===== src/rtl/matrix_accel_pkg.sv =====
`default_nettype none
// ============================================================================
//  Module      : matrix_accel_pkg
//  Description : Shared defaults, feeder state encoding and the lane-slice
//                helper for the matrix accelerator datapath.
//  Ports       : none (package)
//  Revision    : 1.0 - initial release
// ============================================================================
package matrix_accel_pkg;

  localparam int N_DEF  = 4;  // systolic array dimension
  localparam int DW_DEF = 8;  // element width in bits

  typedef enum logic {
    ST_LOAD  = 1'b0,
    ST_DRAIN = 1'b1
  } feeder_state_e;

  // Lane i of a packed N*DW bus occupies [i*DW +: DW].
  function automatic int lane_lsb(input int lane, input int dw);
    return lane * dw;
  endfunction

endpackage
`default_nettype wire


===== src/rtl/tile_row_buffer.sv =====
`default_nettype none
// ============================================================================
//  Module      : tile_row_buffer
//  Description : NxN element register file. One row-wide write port; N
//                combinational read lanes producing the diagonally skewed
//                view of the tile for skew step t.
//  Ports       : clk        - clock
//                wr_en_i    - write row wr_row_i with wr_data_i
//                wr_row_i   - row index
//                wr_data_i  - row data, element c at [c*DW +: DW]
//                rd_t_i     - skew step
//                rd_data_o  - lane i = buf[i][t-i], 0 outside the window
//                rd_vld_o   - per-lane in-window mask
//  Revision    : 1.0 - initial release
// ============================================================================
module tile_row_buffer
  import matrix_accel_pkg::*;
#(
  parameter  int N  = N_DEF,
  parameter  int DW = DW_DEF,
  localparam int SW = $clog2(2 * N - 1),
  localparam int RW = $clog2(N)
) (
  input  logic            clk,
  input  logic            wr_en_i,
  input  logic [RW-1:0]   wr_row_i,
  input  logic [N*DW-1:0] wr_data_i,
  input  logic [SW-1:0]   rd_t_i,
  output logic [N*DW-1:0] rd_data_o,
  output logic [N-1:0]    rd_vld_o
);

  // Contents are don't-care after reset, so no reset on the storage.
  logic [N-1:0][DW-1:0] mem_q [N];

  always_ff @(posedge clk) begin
    if (wr_en_i) begin
      mem_q[wr_row_i] <= wr_data_i;
    end
  end

  for (genvar i = 0; i < N; i++) begin : g_lane
    localparam int LSB = lane_lsb(i, DW);
    logic [SW-1:0] col;
    logic          in_win;

    // When t < i the subtraction wraps to at least 2^SW-(N-1) >= N, so a
    // single upper-bound compare covers both edges of the window.
    assign col    = rd_t_i - SW'(i);
    assign in_win = (col < SW'(N));

    assign rd_vld_o[i]             = in_win;
    assign rd_data_o[LSB +: DW]    = in_win ? mem_q[i][col[RW-1:0]] : '0;
  end

endmodule
`default_nettype wire


===== src/rtl/matrix_tile_feeder.sv =====
`default_nettype none
// ============================================================================
//  Module      : matrix_tile_feeder
//  Description : Collects one NxN tile row by row over a valid/ready
//                handshake, then drains it into the systolic array with
//                diagonal skew (lane i = row i delayed i cycles).
//                Load and drain alternate on a single tile buffer.
//  Ports       : clk, rst_n       - clock, async active-low reset
//                in_valid_i       - upstream row valid
//                in_ready_o       - row accepted this cycle when valid
//                in_row_i         - row data, element c at [c*DW +: DW]
//                array_en_i       - array advancing; 0 stalls the drain
//                out_valid_o      - output beat valid
//                out_data_o       - lane i at [i*DW +: DW]
//                out_lane_vld_o   - per-lane element valid
//                out_first_o      - first skew step of a tile
//                out_last_o       - final skew step of a tile
//                tile_done_o      - pulse coincident with out_last_o
//                busy_o           - draining
//  Revision    : 1.0 - initial release
// ============================================================================
module matrix_tile_feeder
  import matrix_accel_pkg::*;
#(
  parameter int N  = N_DEF,
  parameter int DW = DW_DEF
) (
  input  logic            clk,
  input  logic            rst_n,
  input  logic            in_valid_i,
  output logic            in_ready_o,
  input  logic [N*DW-1:0] in_row_i,
  input  logic            array_en_i,
  output logic            out_valid_o,
  output logic [N*DW-1:0] out_data_o,
  output logic [N-1:0]    out_lane_vld_o,
  output logic            out_first_o,
  output logic            out_last_o,
  output logic            tile_done_o,
  output logic            busy_o
);

  localparam int            SW       = $clog2(2 * N - 1);
  localparam int            RW       = $clog2(N);
  localparam logic [SW-1:0] T_LAST   = SW'(2 * N - 2);
  localparam logic [RW-1:0] ROW_LAST = RW'(N - 1);

  feeder_state_e   state_q, state_d;
  logic [RW-1:0]   row_cnt_q, row_cnt_d;
  logic [SW-1:0]   skew_cnt_q, skew_cnt_d;
  logic            out_valid_q, out_valid_d;
  logic [N*DW-1:0] out_data_q, out_data_d;
  logic [N-1:0]    out_vld_q, out_vld_d;
  logic            out_first_q, out_first_d;
  logic            out_last_q, out_last_d;

  logic            accept;
  logic [N*DW-1:0] rd_data;
  logic [N-1:0]    rd_vld;

  // The FSM is already back in LOAD while the out_last beat is on the
  // outputs; holding ready low for that one cycle keeps the handshake
  // closed for every visible drain beat.
  assign in_ready_o = (state_q == ST_LOAD) && !out_last_q;
  assign accept     = in_valid_i && in_ready_o;
  assign busy_o     = (state_q == ST_DRAIN);

  tile_row_buffer #(
    .N  (N),
    .DW (DW)
  ) u_buf (
    .clk       (clk),
    .wr_en_i   (accept),
    .wr_row_i  (row_cnt_q),
    .wr_data_i (in_row_i),
    .rd_t_i    (skew_cnt_q),
    .rd_data_o (rd_data),
    .rd_vld_o  (rd_vld)
  );

  always_comb begin
    state_d     = state_q;
    row_cnt_d   = row_cnt_q;
    skew_cnt_d  = skew_cnt_q;
    out_valid_d = 1'b0;
    out_data_d  = '0;
    out_vld_d   = '0;
    out_first_d = 1'b0;
    out_last_d  = 1'b0;

    case (state_q)
      ST_LOAD: begin
        if (accept) begin
          if (row_cnt_q == ROW_LAST) begin
            row_cnt_d = '0;
            state_d   = ST_DRAIN;
          end else begin
            row_cnt_d = row_cnt_q + 1'b1;
          end
        end
      end
      ST_DRAIN: begin
        // A stalled cycle emits nothing and leaves skew_cnt untouched.
        if (array_en_i) begin
          out_valid_d = 1'b1;
          out_data_d  = rd_data;
          out_vld_d   = rd_vld;
          out_first_d = (skew_cnt_q == '0);
          out_last_d  = (skew_cnt_q == T_LAST);
          if (skew_cnt_q == T_LAST) begin
            skew_cnt_d = '0;
            state_d    = ST_LOAD;
          end else begin
            skew_cnt_d = skew_cnt_q + 1'b1;
          end
        end
      end
    endcase
  end

  always_ff @(posedge clk or negedge rst_n) begin
    if (!rst_n) begin
      state_q     <= ST_LOAD;
      row_cnt_q   <= '0;
      skew_cnt_q  <= '0;
      out_valid_q <= 1'b0;
      out_data_q  <= '0;
      out_vld_q   <= '0;
      out_first_q <= 1'b0;
      out_last_q  <= 1'b0;
    end else begin
      state_q     <= state_d;
      row_cnt_q   <= row_cnt_d;
      skew_cnt_q  <= skew_cnt_d;
      out_valid_q <= out_valid_d;
      out_data_q  <= out_data_d;
      out_vld_q   <= out_vld_d;
      out_first_q <= out_first_d;
      out_last_q  <= out_last_d;
    end
  end

  assign out_valid_o    = out_valid_q;
  assign out_data_o     = out_data_q;
  assign out_lane_vld_o = out_vld_q;
  assign out_first_o    = out_first_q;
  assign out_last_o     = out_last_q;
  assign tile_done_o    = out_last_q;

endmodule
`default_nettype wire


===== config.mk =====
export PLATFORM = sky130hd
export DESIGN_NAME = matrix_tile_feeder
export DESIGN_NICKNAME = d
export VERILOG_FILES = /design/src/rtl/matrix_accel_pkg.sv /design/src/rtl/tile_row_buffer.sv /design/src/rtl/matrix_tile_feeder.sv
export SDC_FILE = /design/constraint.sdc
export NUM_CORES = 1
export LEC_CHECK = 0
export CAP_MARGIN = 40
export CORE_MARGIN = 2
export CORE_UTILIZATION = 46
export DETAILED_ROUTE_END_ITERATION = 16
export GPL_TIMING_DRIVEN = 0
export HOLD_SLACK_MARGIN = 0.02
export PLACE_DENSITY = 0.71
export REMOVE_ABC_BUFFERS = 1
export SYNTH_ARGS = -nofsm -noshare
export SYNTH_HDL_FRONTEND = slang
export SYNTH_SLANG_ARGS = --single-unit

===== constraint.sdc =====
create_clock -name clk -period 2.3 [get_ports clk]
set_clock_uncertainty 0.2 [all_clocks]
set_input_delay 0.345 -clock clk [delete_from_list [all_inputs] [get_ports clk]]
set_output_delay 0.345 -clock clk [all_outputs]
set_load 0.03 [all_outputs]

==> results of run 1 <==
layout by cell type, fill, tap and decap left out, types with 8 or more instances in the layout:
master,instances
mux2i_1,16
clkdlybuf4s50_1,76
nand2_1,8
dfrtp_1,43
clkbuf_16,18
and2_1,9
nor2_1,12
mux4_2,23
and3_1,16
o22a_1,8
edfxtp_1,128
kinds of logic (layout without fill, tap and decap cells):
kind of cell	Yosys count	count (layout)	share of synthesized area (%)
xor+xnor	2	2	0.276
fa+ha+maj	8	8	1.58
compound gates	14	14	1.68
flops	173	173	78.4
mux	41	41	11.3
simple gates	54	54	4.52
buf+inv	22	129	2.29
worst min-delay path by stage:
stage | startpoint | endpoint | slack [ps]
6_report | rst_n | out_data_o[1] | 170
5_1_grt | rst_n | out_data_o[1] | 190
4_1_cts | rst_n | out_data_o[3] | 160
3_5_place_dp | rst_n | out_data_o[1] | 70
3_3_place_gp | busy_o | busy_o | 360
2_1_floorplan | rst_n | busy_o | -150
critical path, delay by kind of cell, from the launching register on:
family,cells,cell delay (ps)
DFF,1,430
and+or+nand+nor,2,1200
cell type report:
type | count | area, um^2
tap | 176 | 220
timing repair buffer | 90 | 933
multi-input combinational | 119 | 1240
clock inverter | 12 | 83.8
fill | 963 | 5400
sequential | 173 | 4980
inverter | 7 | 26.3
clock buffer | 20 | 468
sequential cells by signal, summed over array words and instances, names as in the netlist:
register / count
busy_o: 1
out_valid_o: 1
out_first_o: 1
out_last_o: 1
out_data_o: 32
u_buf.mem_q: 128
row_cnt_q: 2
skew_cnt_q: 3
out_lane_vld_o: 4
power groups by stage:
stage                     clock network (mW)  registers [mW]  logic (mW)
final                                   2.61            4.12        2.96
after global placement                     0            4.37        2.54
after floorplan                            0            4.62        1.29
after CTS                               2.66            4.19        2.91
after detailed placement                   0            4.29        2.81
after global routing                    2.78            4.17        3.18
Yosys cell counts, types with 3 or more instances:
cell type	instances
mux2i_1	16
buf_6	3
mux4_2	23
edfxtp_1	128
clkbuf_1	6
dfrtp_1	45
inv_1	7
nor2_1	12
and3_1	16
ha_1	8
nand2_1	8
o22a_1	8
and2_1	13
buf_2	3
per-stage QoR:
stage | util [%] | setup TNS [ps] | std cells
3_5_place_dp | 55.0 | -81370 | 560
5_1_grt | 59.5 | -4070 | 597
6_report | 59.5 | 0 | 597
2_1_floorplan | - | -63300 | 299
4_1_cts | 59.4 | 0 | 594
3_3_place_gp | 54.0 | -213880 | 552
per-layer routing:
metal | global-route usage, % | wire length, um
met2 | 29.1 | 6190
met1 | 21.9 | 5010
met4 | 5.89 | 74
met3 | 4.37 | 559
met5 | 0 | 0
what timing repair did:
item                       4_1_cts  5_1_grt
resized for setup                6        1
setup endpoints to repair      147       75
setup buffers                    1        3
hold endpoints to repair        45        0
hold buffers                     1        0
==> results.tsv, run 1 <==
metric	value	unit
fin_crit	2220	ps
setup_violations	0	
synth_area_leaders	edfxtp_1 (61%), dfrtp_1 (18%), mux4_2 (8.2%)	
syn2layout_area_growth	25.3	%
sequentialPowerShare	42.5	%
crit_chain	nor3b_2 -> and2_2	
required	2140	ps
hp-class	in -> async	
synth_area	6340	um^2
slew_violations	0	
grt_pass1_vias	3301	
die_w	121	um
numCtsBuffers	17	
ir_drop	595	uV
rr_endpoint	u_buf.mem_q[0][18]	
slowest_delay	780	ps
first_iter_violations	205	
p_clk_share	26.9	%
grt_use_total	17.2	%
fin_crit_sh	96.7	%
p_int	6.76	mW
finalNetCount	452	
placed_cell_area	7340	um^2
die_y	121	um
fmax	450	MHz
slowest_stage	and2_2	
cts_root_buf	clkbuf_16	
crit_path_max_fanout	32	
dp_hpwl	7.81	mm
synth_top_area_cell	edfxtp_1	
powerDensity	1220	nW/um^2
startpoint	busy_o	
pre_cts_slack	-691	ps
holdWs	169	ps
critical_path_class	reg -> reg	
grt_max_degree	36	
grt_pass1_wl	18.2	mm
start_util	47.5	%
cts.htree.levels	4	
maxCapViolations	0	
cts_tree	built	
synth.avg_cell_area	20.2	um^2
drt-total-wl	11.8	mm
yosysWarnings	0	
ys_ff_latch	173	
grt-ovfl-total	0	
arrival	2060	ps
status	finished clean	
num_vias	3131	
yosysUniqueCellTypes	27	
antenna_found_initial	0	
wire_per_inst	19.8	um
p_leak	2.98	nW
synth_enable_flop_cells	128	
clockBufferDepth	2	
max_slew.worst_pin.slew	833	ps
async_reset_ff_share	26.0	%
drc	0	
slew_headroom	44.4	%
die-area	14700	um^2
ff2ff_path_depth	2	
antennaDiodeCount	0	
clock_latency	410	ps
clk_pin_slew	60	ps
startpoint_type	flop	
hold_viol_final	0	
synth_top_area_share	60.6	%
coreArea	13300	um^2
drt-pass1-iter-count	4	
synth-main-ff-cell	edfxtp_1	
via_per_inst	5.24	
setup.worst_path.end_class	flop	
portBuffers	77	
pwr-share-comb	30.6	%
synth-seq-area-share	78.4	%
worstReg2RegStart	busy_o	
switching_share	30.3	%
ios	78	
endpoint	u_buf.mem_q[0][18]	
cts_sinks	173	
syn_inst	314	
power	9.69	mW
final_layout_size_suffix_gt1_share	17.8	%
r2r_slack	80	ps
rsz0062_at_grt	yes	
place.gp.congestion	0.737	
ant_nets	0	
row_count	42	
p_sw	2.93	mW
design_area	7950	um^2
layout_setup_ws	76.0	ps
Note: power is estimated with default switching activity, not from simulation.
==> inputs of run 2 (changes only) <==
--- a/config.mk
+++ b/config.mk
@@ -13,6 +13,7 @@
 export HOLD_SLACK_MARGIN = 0.02
 export PLACE_DENSITY = 0.71
 export REMOVE_ABC_BUFFERS = 1
+export SLEW_MARGIN = 10
 export SYNTH_ARGS = -nofsm -noshare
 export SYNTH_HDL_FRONTEND = slang
 export SYNTH_SLANG_ARGS = --single-unit
==> run 2 against run 1 <==
Effect of this change: clock power up 2%; fmax down 1.6%; utilization down 0.14 points; hold slack worse by 3.1 ps; global-route usage up 1.0 points; power up 1.3%; highest routed layer unchanged; sequential power about the same; register-to-register slack worse by 40 ps; die area unchanged; setup slack worse by 35 ps; critical endpoint is now out_data_o[29].
==> results.tsv, run 2 (synthesized netlist as in run 1, its figures left out) <==
metric	value	unit
post_layout_nonfiller_instances	595	
fmax	443	MHz
dpl.cell_count	557	
mostFrequentLayoutCells	edfxtp_1 (128), clkdlybuf4s50_1 (76), dfrtp_1 (43), mux4_2 (23), clkbuf_16 (17)	
required	2400	ps
clockBufferDepth	2	
n_fill_cell	962	
antenna_found_initial	0	
rr_endpoint	out_data_o[29]	
cts_tree	built	
clock_latency	420	ps
first_iter_violations	203	
hp-class	in -> async	
ir_drop	618	uV
powerDensity	1240	nW/um^2
startpoint_type	flop	
cts_root_buf	clkbuf_16	
numCtsBuffers	17	
final_layout_size_suffix_gt1_share	16.9	%
final_common_cell	edfxtp_1	
via_per_inst	5.31	
p_clk_share	27.0	%
ff_latch_area	4980	um^2
drc	0	
p_sw	2.97	mW
grt_pass1_wl	18.9	mm
slowest_stage	dfrtp_4	
grt_use_total	18.3	%
die_w	121	um
fin_crit_sh	98.2	%
p_int	6.84	mW
portBuffers	77	
slowest_delay	580	ps
place.gp.congestion	0.737	
slew_violations	0	
pwr-share-comb	30.8	%
start_util	47.5	%
critical_path_class	reg -> reg	
arrival	2360	ps
setup_violations	0	
coreArea	13300	um^2
largest-register	u_buf.mem_q	
max_slew.worst_pin.slew	715	ps
ant_nets	0	
ios	78	
cts.htree.levels	4	
largest_reg_flops	128	
slew_headroom	52.2	%
post-route-util	59.4	%
switching_share	30.3	%
status	finished clean	
grt_max_degree	35	
fin_crit	2260	ps
syn2layout_area_growth	25.0	%
cts_sinks	173	
grt-ovfl-total	0	
drt-pass1-iter-count	5	
ff2ff_path_depth	5	
maxCapViolations	0	
crit_chain	inv_1 -> ha_2 -> buf_8 -> mux4_2 -> and3_1	
row_count	42	
r2r_slack	40	ps
grt_pass1_vias	3343	
cp_num_cells	5	
sequentialPowerShare	42.2	%
startpoint	skew_cnt_q[1]	
wire_per_inst	21.1	um
die-area	14700	um^2
hold_viol_final	0	
critPathTopFamily	flip-flops	
drt-total-wl	12.5	mm
p_leak	2.97	nW
num_vias	3157	
setup.worst_path.end_class	flop	
finalNetCount	450	
dp_hpwl	7.60	mm
die_y	121	um
rsz0062_at_grt	no	
multi_input_area	1240	um^2
cp_num_buf_inv	2	
antennaDiodeCount	0	
crit_path_max_fanout	14	
worstReg2RegStart	skew_cnt_q[1]	
clk_pin_slew	60	ps
endpoint	out_data_o[29]	
==> run 2: changes by cell type in the layout (fill, tap and decap cells not counted), sizes merged <==
cell,previous run,this run
clkbuf,20,23
inv,11,8
buf,13,11
bufinv,0,1
clkinv,6,5
==> run 2: layout make-up <==
| cell class | count | share of cell area, % |
|---|---|---|
| inverter | 7 | 0.331 |
| clock buffer | 23 | 5.90 |
| tap | 176 | 2.78 |
| clock inverter | 9 | 1.09 |
| multi-input combinational | 119 | 15.7 |
| sequential | 173 | 62.8 |
| timing repair buffer | 88 | 11.4 |
==> run 2: stage by stage <==
stage	hold WS (ps)	instance area, um^2	power (mW)	worst slack (ps)	setup TNS (ps)
after detailed placement	79.5	7280	7.04	-593	-81050
after global routing	206	7930	10.2	5.02	0
after CTS	171	7890	9.84	-246	-27680
after floorplan	-151	6220	5.91	-1150	-63300
after global placement	355	7210	6.90	-2250	-213880
final	166	7930	9.81	40.8	0
==> run 2: worst min-delay path by stage <==
stage | start | end | slack [ps] | cells after the start
after CTS | rst_n | out_data_o[3] | 170 | 2
after floorplan | rst_n | busy_o | -150 | 0
after global routing | rst_n | out_data_o[19] | 210 | 2
final | rst_n | out_data_o[3] | 170 | 2
after detailed placement | rst_n | out_data_o[25] | 80 | 1
after global placement | busy_o | busy_o | 360 | 1
==> run 2: timing repair <==
item / CTS / global route
gates resized for setup: 2 / 6
gates cloned: 0 / 0
hold endpoints to repair: 45 / 0
setup buffers: 2 / 3
pin swaps: 0 / 0
endpoints found under the setup margin: 149 / 141
hold buffers: 1 / 0
==> run 2: metal layers <==
metal | global-route usage (%) | vias up | wire length [um]
li1 | - | 1389 | -
met1 | 22.7 | 1637 | 5080
met2 | 30.5 | 106 | 6520
met3 | 4.84 | 25 | 639
met4 | 7.54 | 0 | 289
met5 | 0 | - | 0
==> run 2: power groups by stage <==
stage               registers (mW)  logic, mW  clock network (mW)
global placement              4.37       2.54                   0
finish                        4.14       3.03                2.65
detailed placement            4.40       2.64                   0
floorplan                     4.62       1.29                   0
global route                  4.18       3.24                2.82
CTS                           4.20       2.95                2.69
